==> src/rtl/mio_pkg.sv <==
// Shared definitions for the memory/IO bridge: region codes, GPIO register
// selects and the bridge FSM state encoding.
package mio_pkg;

  localparam logic [3:0] REG_GPIO = 4'hF;
  localparam logic [3:0] REG_CNT  = 4'hE;

  localparam logic GPIO_SW  = 1'b0;
  localparam logic GPIO_LED = 1'b1;

  typedef enum logic [1:0] {
    IDLE,
    RAM_ACC,
    RAM_WAIT,
    RESP
  } mio_state_t;

  function automatic logic is_ram_region(input logic [3:0] region);
    return (region != REG_GPIO) && (region != REG_CNT);
  endfunction

endpackage

==> src/rtl/mio_counter.sv <==
// Free-running 32-bit counter; a load replaces the value and counting
// resumes from it on the following edge.
module mio_counter (
  input  logic        clk,
  input  logic        reset,
  input  logic        load,
  input  logic [31:0] load_val,
  output logic [31:0] cnt
);

  logic [31:0] cnt_reg;

  always_ff @(posedge clk) begin
    if (!reset) begin
      cnt_reg <= '0;
    end else if (load) begin
      cnt_reg <= load_val;
    end else begin
      cnt_reg <= cnt_reg + 32'd1;
    end
  end

  assign cnt = cnt_reg;

endmodule

==> src/rtl/mio_bridge.sv <==
// CPU memory/IO bridge: decodes each request to block RAM, GPIO or the
// counter, inserts RAM wait states and returns data with a MIO_ready pulse.
module mio_bridge
  import mio_pkg::*;
#(
  parameter int RAM_AW  = 10,
  parameter int RAM_LAT = 1,
  parameter int LED_W   = 8,
  parameter int SW_W    = 16
) (
  input  logic              clk,
  input  logic              reset,
  input  logic              CPU_MIO,
  input  logic              mem_w,
  input  logic [31:0]       Addr_out,
  input  logic [31:0]       Data_out,
  output logic [31:0]       Data_in,
  output logic              MIO_ready,
  output logic              ram_en,
  output logic              ram_we,
  output logic [RAM_AW-1:0] ram_addr,
  output logic [31:0]       ram_din,
  input  logic [31:0]       ram_dout,
  input  logic [SW_W-1:0]   sw_in,
  output logic [LED_W-1:0]  led_out,
  output logic [31:0]       cnt_out
);

  localparam logic [2:0] WAIT_INIT = 3'(RAM_LAT - 1);

  mio_state_t        state_reg, state_next;
  logic [3:0]        region_reg, region_next;
  logic [RAM_AW-1:0] word_reg, word_next;
  logic [31:0]       wdata_reg, wdata_next;
  logic              we_reg, we_next;
  logic [31:0]       data_reg, data_next;
  logic [2:0]        wait_reg, wait_next;
  logic [LED_W-1:0]  led_reg, led_next;
  logic              cnt_load;
  logic [3:0]        req_region;
  logic [31:0]       gpio_rdata;
  logic              unused_addr_bits;

  assign req_region       = Addr_out[31:28];
  assign gpio_rdata       = (Addr_out[2] == GPIO_LED) ? 32'(led_reg) : 32'(sw_in);
  assign unused_addr_bits = ^{Addr_out[27:RAM_AW+2], Addr_out[1:0]};

  mio_counter u_counter (
    .clk      (clk),
    .reset    (reset),
    .load     (cnt_load),
    .load_val (Data_out),
    .cnt      (cnt_out)
  );

  always_ff @(posedge clk) begin
    if (!reset) begin
      state_reg  <= IDLE;
      region_reg <= '0;
      word_reg   <= '0;
      wdata_reg  <= '0;
      we_reg     <= 1'b0;
      data_reg   <= '0;
      wait_reg   <= '0;
      led_reg    <= '0;
    end else begin
      state_reg  <= state_next;
      region_reg <= region_next;
      word_reg   <= word_next;
      wdata_reg  <= wdata_next;
      we_reg     <= we_next;
      data_reg   <= data_next;
      wait_reg   <= wait_next;
      led_reg    <= led_next;
    end
  end

  always_comb begin
    state_next  = state_reg;
    region_next = region_reg;
    word_next   = word_reg;
    wdata_next  = wdata_reg;
    we_next     = we_reg;
    data_next   = data_reg;
    wait_next   = wait_reg;
    led_next    = led_reg;
    cnt_load    = 1'b0;

    case (state_reg)
      IDLE: begin
        if (CPU_MIO) begin
          region_next = req_region;
          word_next   = Addr_out[RAM_AW+1:2];
          wdata_next  = Data_out;
          we_next     = mem_w;
          data_next   = '0;
          // Peripherals complete on this edge; RAM needs its own enable cycle.
          if (req_region == REG_GPIO) begin
            state_next = RESP;
            if (!mem_w) begin
              data_next = gpio_rdata;
            end else if (Addr_out[2] == GPIO_LED) begin
              led_next = Data_out[LED_W-1:0];
            end
          end else if (req_region == REG_CNT) begin
            state_next = RESP;
            if (!mem_w) begin
              data_next = cnt_out;
            end else begin
              cnt_load = 1'b1;
            end
          end else begin
            state_next = RAM_ACC;
          end
        end
      end
      RAM_ACC: begin
        wait_next  = WAIT_INIT;
        state_next = (RAM_LAT == 1) ? RESP : RAM_WAIT;
      end
      RAM_WAIT: begin
        wait_next = wait_reg - 3'd1;
        if (wait_reg <= 3'd1) begin
          state_next = RESP;
        end
      end
      RESP: begin
        state_next = IDLE;
      end
      default: begin
        state_next = IDLE;
      end
    endcase
  end

  assign MIO_ready = (state_reg == RESP);
  assign ram_en    = (state_reg == RAM_ACC);
  assign ram_we    = ram_en & we_reg;
  assign ram_addr  = word_reg;
  assign ram_din   = wdata_reg;
  assign led_out   = led_reg;

  // RAM read data only becomes valid in the response cycle, so it is steered
  // straight through rather than captured one edge early.
  assign Data_in = (MIO_ready && is_ram_region(region_reg) && !we_reg) ? ram_dout : data_reg;

endmodule

==> config.mk <==
export PLATFORM = sky130hd
export DESIGN_NAME = mio_bridge
export DESIGN_NICKNAME = d
export VERILOG_FILES = /design/src/rtl/mio_pkg.sv /design/src/rtl/mio_counter.sv /design/src/rtl/mio_bridge.sv
export SDC_FILE = /design/constraint.sdc
export NUM_CORES = 1
export LEC_CHECK = 0
export CORE_ASPECT_RATIO = 2
export CORE_MARGIN = 4
export CORE_UTILIZATION = 43
export CTS_BUF_LIST = sky130_fd_sc_hd__clkbuf_16
export DETAILED_ROUTE_END_ITERATION = 6
export PLACE_DENSITY_LB_ADDON = 0.12
export SLEW_MARGIN = 5
export SYNTH_ARGS = -nofsm -noshare
export SYNTH_HDL_FRONTEND = slang
export SYNTH_SLANG_ARGS = --single-unit
==> constraint.sdc <==
create_clock -name clk -period 3.05 [get_ports clk]
set_clock_uncertainty 0.2 [all_clocks]
set_input_delay 0.4575 -clock clk [delete_from_list [all_inputs] [get_ports clk]]
set_output_delay 0.4575 -clock clk [all_outputs]
set_load 0.05 [all_outputs]
==> flow_metrics.tcl <==
set metrics [dict create \
    timing.final.crit_share 0.8770 \
    ys_ff_latch 123 \
    end_kind "output port" \
    grtUsageMet1 0.2624 \
    numCtsBuffers 17 \
    cts.path.max_buffers 2 \
    h-tree-depth 4 \
    io_pins 233 \
    min-delay-start "ram_din[24]" \
    final_util 0.6544 \
    ant_nets 0 \
    syn_nets 782 \
    critPathRequiredTime_ns 2.39 \
    syn_inst 659 \
    seqPwrFrac 0.377 \
    grt-busiest-layer "met2" \
    clk_pin_slew_worst_paths_ns 0.05 \
    cts_root_buf "clkbuf_16" \
    cts_tree "built" \
    tns_ns 0 \
    met3_usage 0.07786 \
    postLayoutCellArea_um2 8215 \
    syn_area_um2 5510 \
    asyncSetResetFlopFracSynth 0 \
    routed_wl_mm 17.64 \
    synth_cell_types 37 \
    start_kind "flip-flop" \
    synth_area_leader_cell "dfxtp_1" \
    r2r-end "u_counter.cnt[10]" \
    ctsHoldBuffers 0 \
    port_buffers 214 \
    remaining_drc_errors 0 \
    rsz0062_at_grt "false" \
    nNetsFinal 982 \
    status "finished, final reports clean" \
    grt_pass1_vias 5629 \
    power_switching_mw 1.450 \
    dr.first_iter.drc_count 254 \
    hold_path_class "reg2reg" \
    r2r-start "state_reg[1]" \
    vias 5446 \
    clk_latency_ns 0.40 \
    cap_violations 0 \
    grt_max_degree 79 \
    start_util 0.4389 \
    synth_flop_cell "dfxtp_1" \
    cts.sinks 123 \
    hold_end "ram_din[24]" \
    track_usage 0.2405 \
    reg2reg_depth 8 \
    synth.top_cell.area_share 0.4469 \
    layout-drive-gt1-share 0.1310 \
    placed_cell_area_um2 7701 \
    core_um2 12550 \
    place.gp.congestion 0.8352 \
    antenna_found_initial 0 \
    powerDensity_nw_per_um2 565.9 \
    p_int_mw 3.199 \
    cts_resized 0 \
    synth_area_per_cell_um2 8.362 \
    synth_edf_count 0 \
    power.share.clock 0.377 \
    rows 58 \
    area_growth_pct 49.09 \
    slowest_delay_ns 0.40 \
    max_freq_ghz 0.3739 \
    die_h_um 168.1 \
    combPwrFrac 0.247 \
    worstSetupPathType "reg2out" \
    crit_fanout 32 \
    place_hpwl_mm 12.99 \
    synth-seq-area-share 0.4469 \
    hold_viol_final 0 \
    ir_worst_vdd_mv 0.5056 \
    cts_setup_buffers 0 \
    overflow 0 \
    crit_arrival_ns 2.02 \
    slew_headroom 0.4586 \
    grt_pass1_wl_mm 28.12 \
    die_area_um2 14800 \
    finalMaxSlewViolations 0 \
    synth_most_common_cell "dfxtp_1" \
    viasPerCell 5.339 \
    grt_util_met2 0.4231 \
    synth_commonest_cells "dfxtp_1, nand2_1, a21oi_1, nor2_1, nand3_1" \
    synth_area_leaders "dfxtp_1, nand2_1, a21oi_1" \
    cp_cell_sequence "ha_1 -> nand3b_1 -> buf_4 -> mux2_2 -> buf_4" \
    antenna_cells 0 \
    die_w_um 88.05 \
    firstDrtPassIters 4 \
    r2r_slack_ns 0.69 \
    slowest_stage "mux2_2" \
    p_leak_nw 3.106 \
    layout_min_cycle_time_ns 2.675 \
    tightest_slew_ns 0.8121 \
    yosys_warnings 0 \
    p_sw_frac 0.3120 \
    cp_common_cell "buf_4" \
    min_path_cells 2 \
    wl_per_cell_um 17.29 \
    finalSetupViolCount 0 \
]
==> cell usage in the layout, fill, tap and decap left out, types with 2 or more instances in the layout <==
cell type and instances:
clkinvlp_4 2, inv_1 10, nor2_1 66, clkdlybuf4s50_1 182, clkinv_1 3, o21ai_0 18, mux2_2 32, nand3_1 39
clkbuf_16 17, dfxtp_1 123, and2_1 2, a21oi_1 74, nor4_1 3, o22ai_1 2, a22oi_1 16, nand4_1 11
a211oi_1 23, xnor2_1 7, mux2i_1 17, clkinv_2 6, and3_1 5, xor2_1 22, or3_1 2, ha_1 7
nor4_2 2, buf_4 45, nand2_1 114, and4_1 4
==> power by group through the flow <==
stage               Clock (mW)  Sequential [mW]  Combinational, mW
detailed placement           0             1.78               1.15
global placement             0             1.78               1.13
global route              1.86             1.76               1.22
floorplan                    0             1.99              0.514
finish                    1.75             1.75               1.15
CTS                       1.79             1.75               1.15
==> through the flow <==
stage	std cells	worst slack [ns]	hold slack [ns]	total power [mW]
detailed placement	990	0.3999	0.2486	2.932
floorplan	659	0.5716	0.2365	2.506
CTS	1020	0.3356	0.2577	4.692
finish	1020	0.3752	0.2531	4.649
global route	1020	0.2787	0.2702	4.839
global placement	990	0.4403	0.2422	2.907
==> cell families after synthesis <==
family                   Yosys count  synth area share
AO/OA/AOI/OAI                    136            0.1431
XOR/XNOR                          29           0.04609
adder cells (fa/ha/maj)            7           0.01589
buffers and inverters             56           0.03928
flip-flops                       123            0.4469
multiplexers                      49           0.09628
AND/OR/NAND/NOR                  259            0.2125
==> worst max-delay path by stage <==
stage / slack, ns / end / from
floorplan: 0.57 / Data_in[10] / state_reg[0]
global placement: 0.44 / u_counter.cnt[31] / CPU_MIO
finish: 0.38 / Data_in[20] / state_reg[0]
CTS: 0.34 / Data_in[20] / state_reg[0]
detailed placement: 0.40 / u_counter.cnt[9] / CPU_MIO
global route: 0.28 / Data_in[21] / state_reg[0]
==> cell type report <==
class | instances | area (um^2)
Fill cell | 1078 | 4339
Sequential cell | 123 | 2462
Tap cell | 150 | 187.7
Inverter | 9 | 35.03
Clock buffer | 17 | 425.4
Multi-Input combinational cell | 480 | 2836
Timing Repair Buffer | 228 | 2180
Clock inverter | 13 | 88.84
==> routing by layer <==
metal,up-vias,part of all wire
li1,2691,-
met1,2528,0.37
met2,196,0.52
met3,31,0.084
met4,0,0.024
met5,-,0
==> worst max-delay path: cells and delay by family (launching register included) <==
family                     cells  cell delay, ns
adders and majority gates      1            0.24
buffers and inverters          2            0.55
DFF                            1            0.34
muxes                          1            0.40
and+or+nand+nor                1            0.09
No activity file was read; power rests on OpenSTA's default activity.
==> RTL edit 1: new RTL, same settings <==
`wdata_reg` no longer has a reset.
--- a/src/rtl/mio_bridge.sv
+++ b/src/rtl/mio_bridge.sv
@@ -58,7 +58,6 @@
       state_reg  <= IDLE;
       region_reg <= '0;
       word_reg   <= '0;
-      wdata_reg  <= '0;
       we_reg     <= 1'b0;
       data_reg   <= '0;
       wait_reg   <= '0;
@@ -67,12 +66,15 @@
       state_reg  <= state_next;
       region_reg <= region_next;
       word_reg   <= word_next;
-      wdata_reg  <= wdata_next;
       we_reg     <= we_next;
       data_reg   <= data_next;
       wait_reg   <= wait_next;
       led_reg    <= led_next;
     end
+  end
+
+  always_ff @(posedge clk) begin
+    wdata_reg <= wdata_next;
   end
 
   always_comb begin
Formal check against the unedited RTL: not equivalent (Yosys sat finds a counterexample within 4 cycles, from zero or initial values and one cycle with reset low).
==> RTL edit 1 against the original RTL <==
  * Wire length down 3.5%
  * Via count is 8.5% lower
  * Cell area up 4.8%
  * Synthesized area decreased by 2.4%
  * Sequential cell count stayed put
  * Power rose by 8.8%
  * Final cell count shrank 10%
  * Worst setup slack worse by 0.15 ns
==> RTL edit 1: results (changes against the original RTL) <==
| Metric | Value |
|---|---|
| Status | `complete, no violations` |
| First drt pass iteration count | `5 (+1)` |
| Xor/xnor share of the synthesized area | `0.0456 (-0.000502)` |
| Placed Area | `8030 um2 (+4.3%)` |
| Max Fanout on Critical Path | `25 (-22%)` |
| Vias in the first global route | `5,225 (-7.2%)` |
| Layout Nets | `879 (-10%)` |
| Hold_sp | `ram_addr[3]` |
| Compound-gate portion of the synthesized area | `0.137 (-0.00651)` |
| FF-to-FF End | `data_reg[22]` |
| Area share of fa/ha/maj cells after synthesis | `0.0163 (+0.000388)` |
| Drt wl/cell | `18.6 um (+7.5%)` |
| Top cells by count, synth | `91 x dfxtp_1, 59 x nor2_1, 54 x a21oi_1` |
| DR iter-0 viols | `205 (-19%)` |
| Multi-In Gates | `375 (-22%)` |
| Vias | `4,985 (-8.5%)` |
| Synth top area cells | `dfxtp_1 34%, edfxtp_1 18%, mux2_2 6.9%, a21oi_1 5.0%, nor2_1 4.1%` |
| CP max stage cell | `nand3b_1` |
| Hold Path End | `ram_addr[3]` |
| Net Count, Synth | `666 (-15%)` |
| Final Cell Area | `8610 um2 (+4.8%)` |
| Fill cells | `919 (-15%)` |
| Synth Instances | `543 (-18%)` |
| R2R Setup Slk | `0.62 ns (-0.07 ns)` |
| Pre-CTS setup slack | `0.199 ns (-0.201 ns)` |
| CP endpoint | `Data_in[3]` |
| Post-synthesis cell type count | `41 (+11%)` |
| Worst rel slew slack | `0.575 (+0.116)` |
-- RTL edit 1: changes by cell type in the layout (fill, tap and decap cells not counted), sizes merged, moves of 3 or more --
| cell | change |
|---|---|
| nand3 | -22 |
| nor2b | +4 |
| a211oi | -6 |
| edfxtp | +32 |
| nand2 | -67 |
| inv | +5 |
| a22oi | +8 |
| mux2i | +3 |
| o21ai | +5 |
| a21oi | -20 |
| clkinv | -4 |
| dfxtp | -32 |
| nor2 | -6 |
-- RTL edit 1: routing by layer --
metal	track usage	wire length [um]	vias up
li1	-	-	2367
met1	0.233	5920	2368
met2	0.441	9480	217
met3	0.0611	1230	33
met4	0.0828	388	0
met5	0	0	-
-- RTL edit 1: power by group --
part | leakage, uW | internal (uW) | switching [uW]
Sequential | 0.00104 | 1780 | 56.6
Combinational | 0.00184 | 516 | 737
Clock | 0.000295 | 1240 | 730
Total | 0.00318 | 3530 | 1520
==> RTL edit 2: new RTL, same settings <==
Without the edit above. Set the parameter `LED_W` to 7 (it was 8).
--- a/src/rtl/mio_bridge.sv
+++ b/src/rtl/mio_bridge.sv
@@ -5,7 +5,7 @@
 #(
   parameter int RAM_AW  = 10,
   parameter int RAM_LAT = 1,
-  parameter int LED_W   = 8,
+  parameter int LED_W   = 7,
   parameter int SW_W    = 16
 ) (
   input  logic              clk,
Interface: changed (resized led_out); port bits go from 233 to 232. The function was not compared with the original's and may differ.
==> RTL edit 2 against the original RTL <==
  * Worst setup slack worse by 0.095 ns
  * Cell area is 5.0% higher
  * Synthesized area hardly changed
  * Sequential power hardly changed
  * Count of clock-buffer cells in the layout stayed put
  * Largest power group is now clock
  * Wire length is 6.4% higher
  * Sequential cell count is 1 lower
  * Die area hardly changed
  * Power is 9.6% higher
==> RTL edit 2: results (changes against the original RTL) <==
| Metric | Value |
|---|---|
| Area share of fa/ha/maj cells after synthesis | `0.0159 (about the same)` |
| WL final | `18,800 um (+6.4%)` |
| R2R Setup Slk | `0.32 ns (-0.37 ns)` |
| Post-synthesis mux area share | `0.0938 (-0.00248)` |
| DR WL met2 | `9860 um (+7.4%)` |
| HPWL Detailed | `14,100 um (+8.6%)` |
| Xor/xnor share of the synthesized area | `0.0207 (-0.0254)` |
| Synth top area cells | `dfxtp_1 44%, mux2_2 7.6%, nand2_1 7.5%, a21oi_1 6.3%, nor2_1 3.8%` |
| Cell-internal power | `3540 uW (+11%)` |
| Vias in the first global route | `5,763 (+2.4%)` |
| CP endpoint | `Data_in[9]` |
| WHS | `0.252 ns (-0.00127 ns)` |
| WL met3 | `1270 um (-15%)` |
| P_clk | `2070 uW (+18%)` |
| Critical Path AT | `2.11 ns (+0.09 ns)` |
| Post-DR vias/cell | `5.56 (+4.0%)` |
| Met1 Track Usage GR | `0.274 (+0.0117)` |
| Largest net degree at the start of global routing | `46 (-42%)` |
| Net Count, Synth | `774 (-1.0%)` |
| Hold_sp | `data_reg[12]` |
| Status | `complete, no violations` |
| Seq/Total Area, Yosys | `0.443 (-0.00353)` |
| FF-to-FF End | `u_counter.cnt[28]` |
| Fill cells | `1,005 (-6.8%)` |
| Layout cells sized above 1 | `0.146 (+0.0153)` |
| Compound-gate portion of the synthesized area | `0.187 (+0.0441)` |
| Reg power frac | `0.344 (-0.033)` |
## RTL edit 2: worst reg2reg max path: cells and delay by family, from the launching register on
| kind | cells | cell delay (ns) |
|---|---|---|
| AO/OA/AOI/OAI | 1 | 0.19 |
| adder cells (fa/ha/maj) | 1 | 0.26 |
| flip-flops | 1 | 0.46 |
| AND/OR/NAND/NOR | 3 | 1.57 |
## RTL edit 2: per-stage QoR
step	setup WS [ns]	instance area, um2	power [uW]	instances
6_report	0.280	8630	5100	1018
5_1_grt	0.166	8630	5280	1018
3_5_place_dp	0.321	8020	3060	986
3_3_place_gp	0.392	8020	3030	986
4_1_cts	0.243	8630	5120	1018
2_1_floorplan	0.355	5510	2520	651
## RTL edit 2: final cells by class
type	count	share of cell area
Tap cell	150	0.0218
Multi-Input combinational cell	470	0.330
Clock buffer	17	0.0493
Sequential cell	122	0.283
Inverter	12	0.00537
Clock inverter	15	0.0213
Timing Repair Buffer	232	0.289
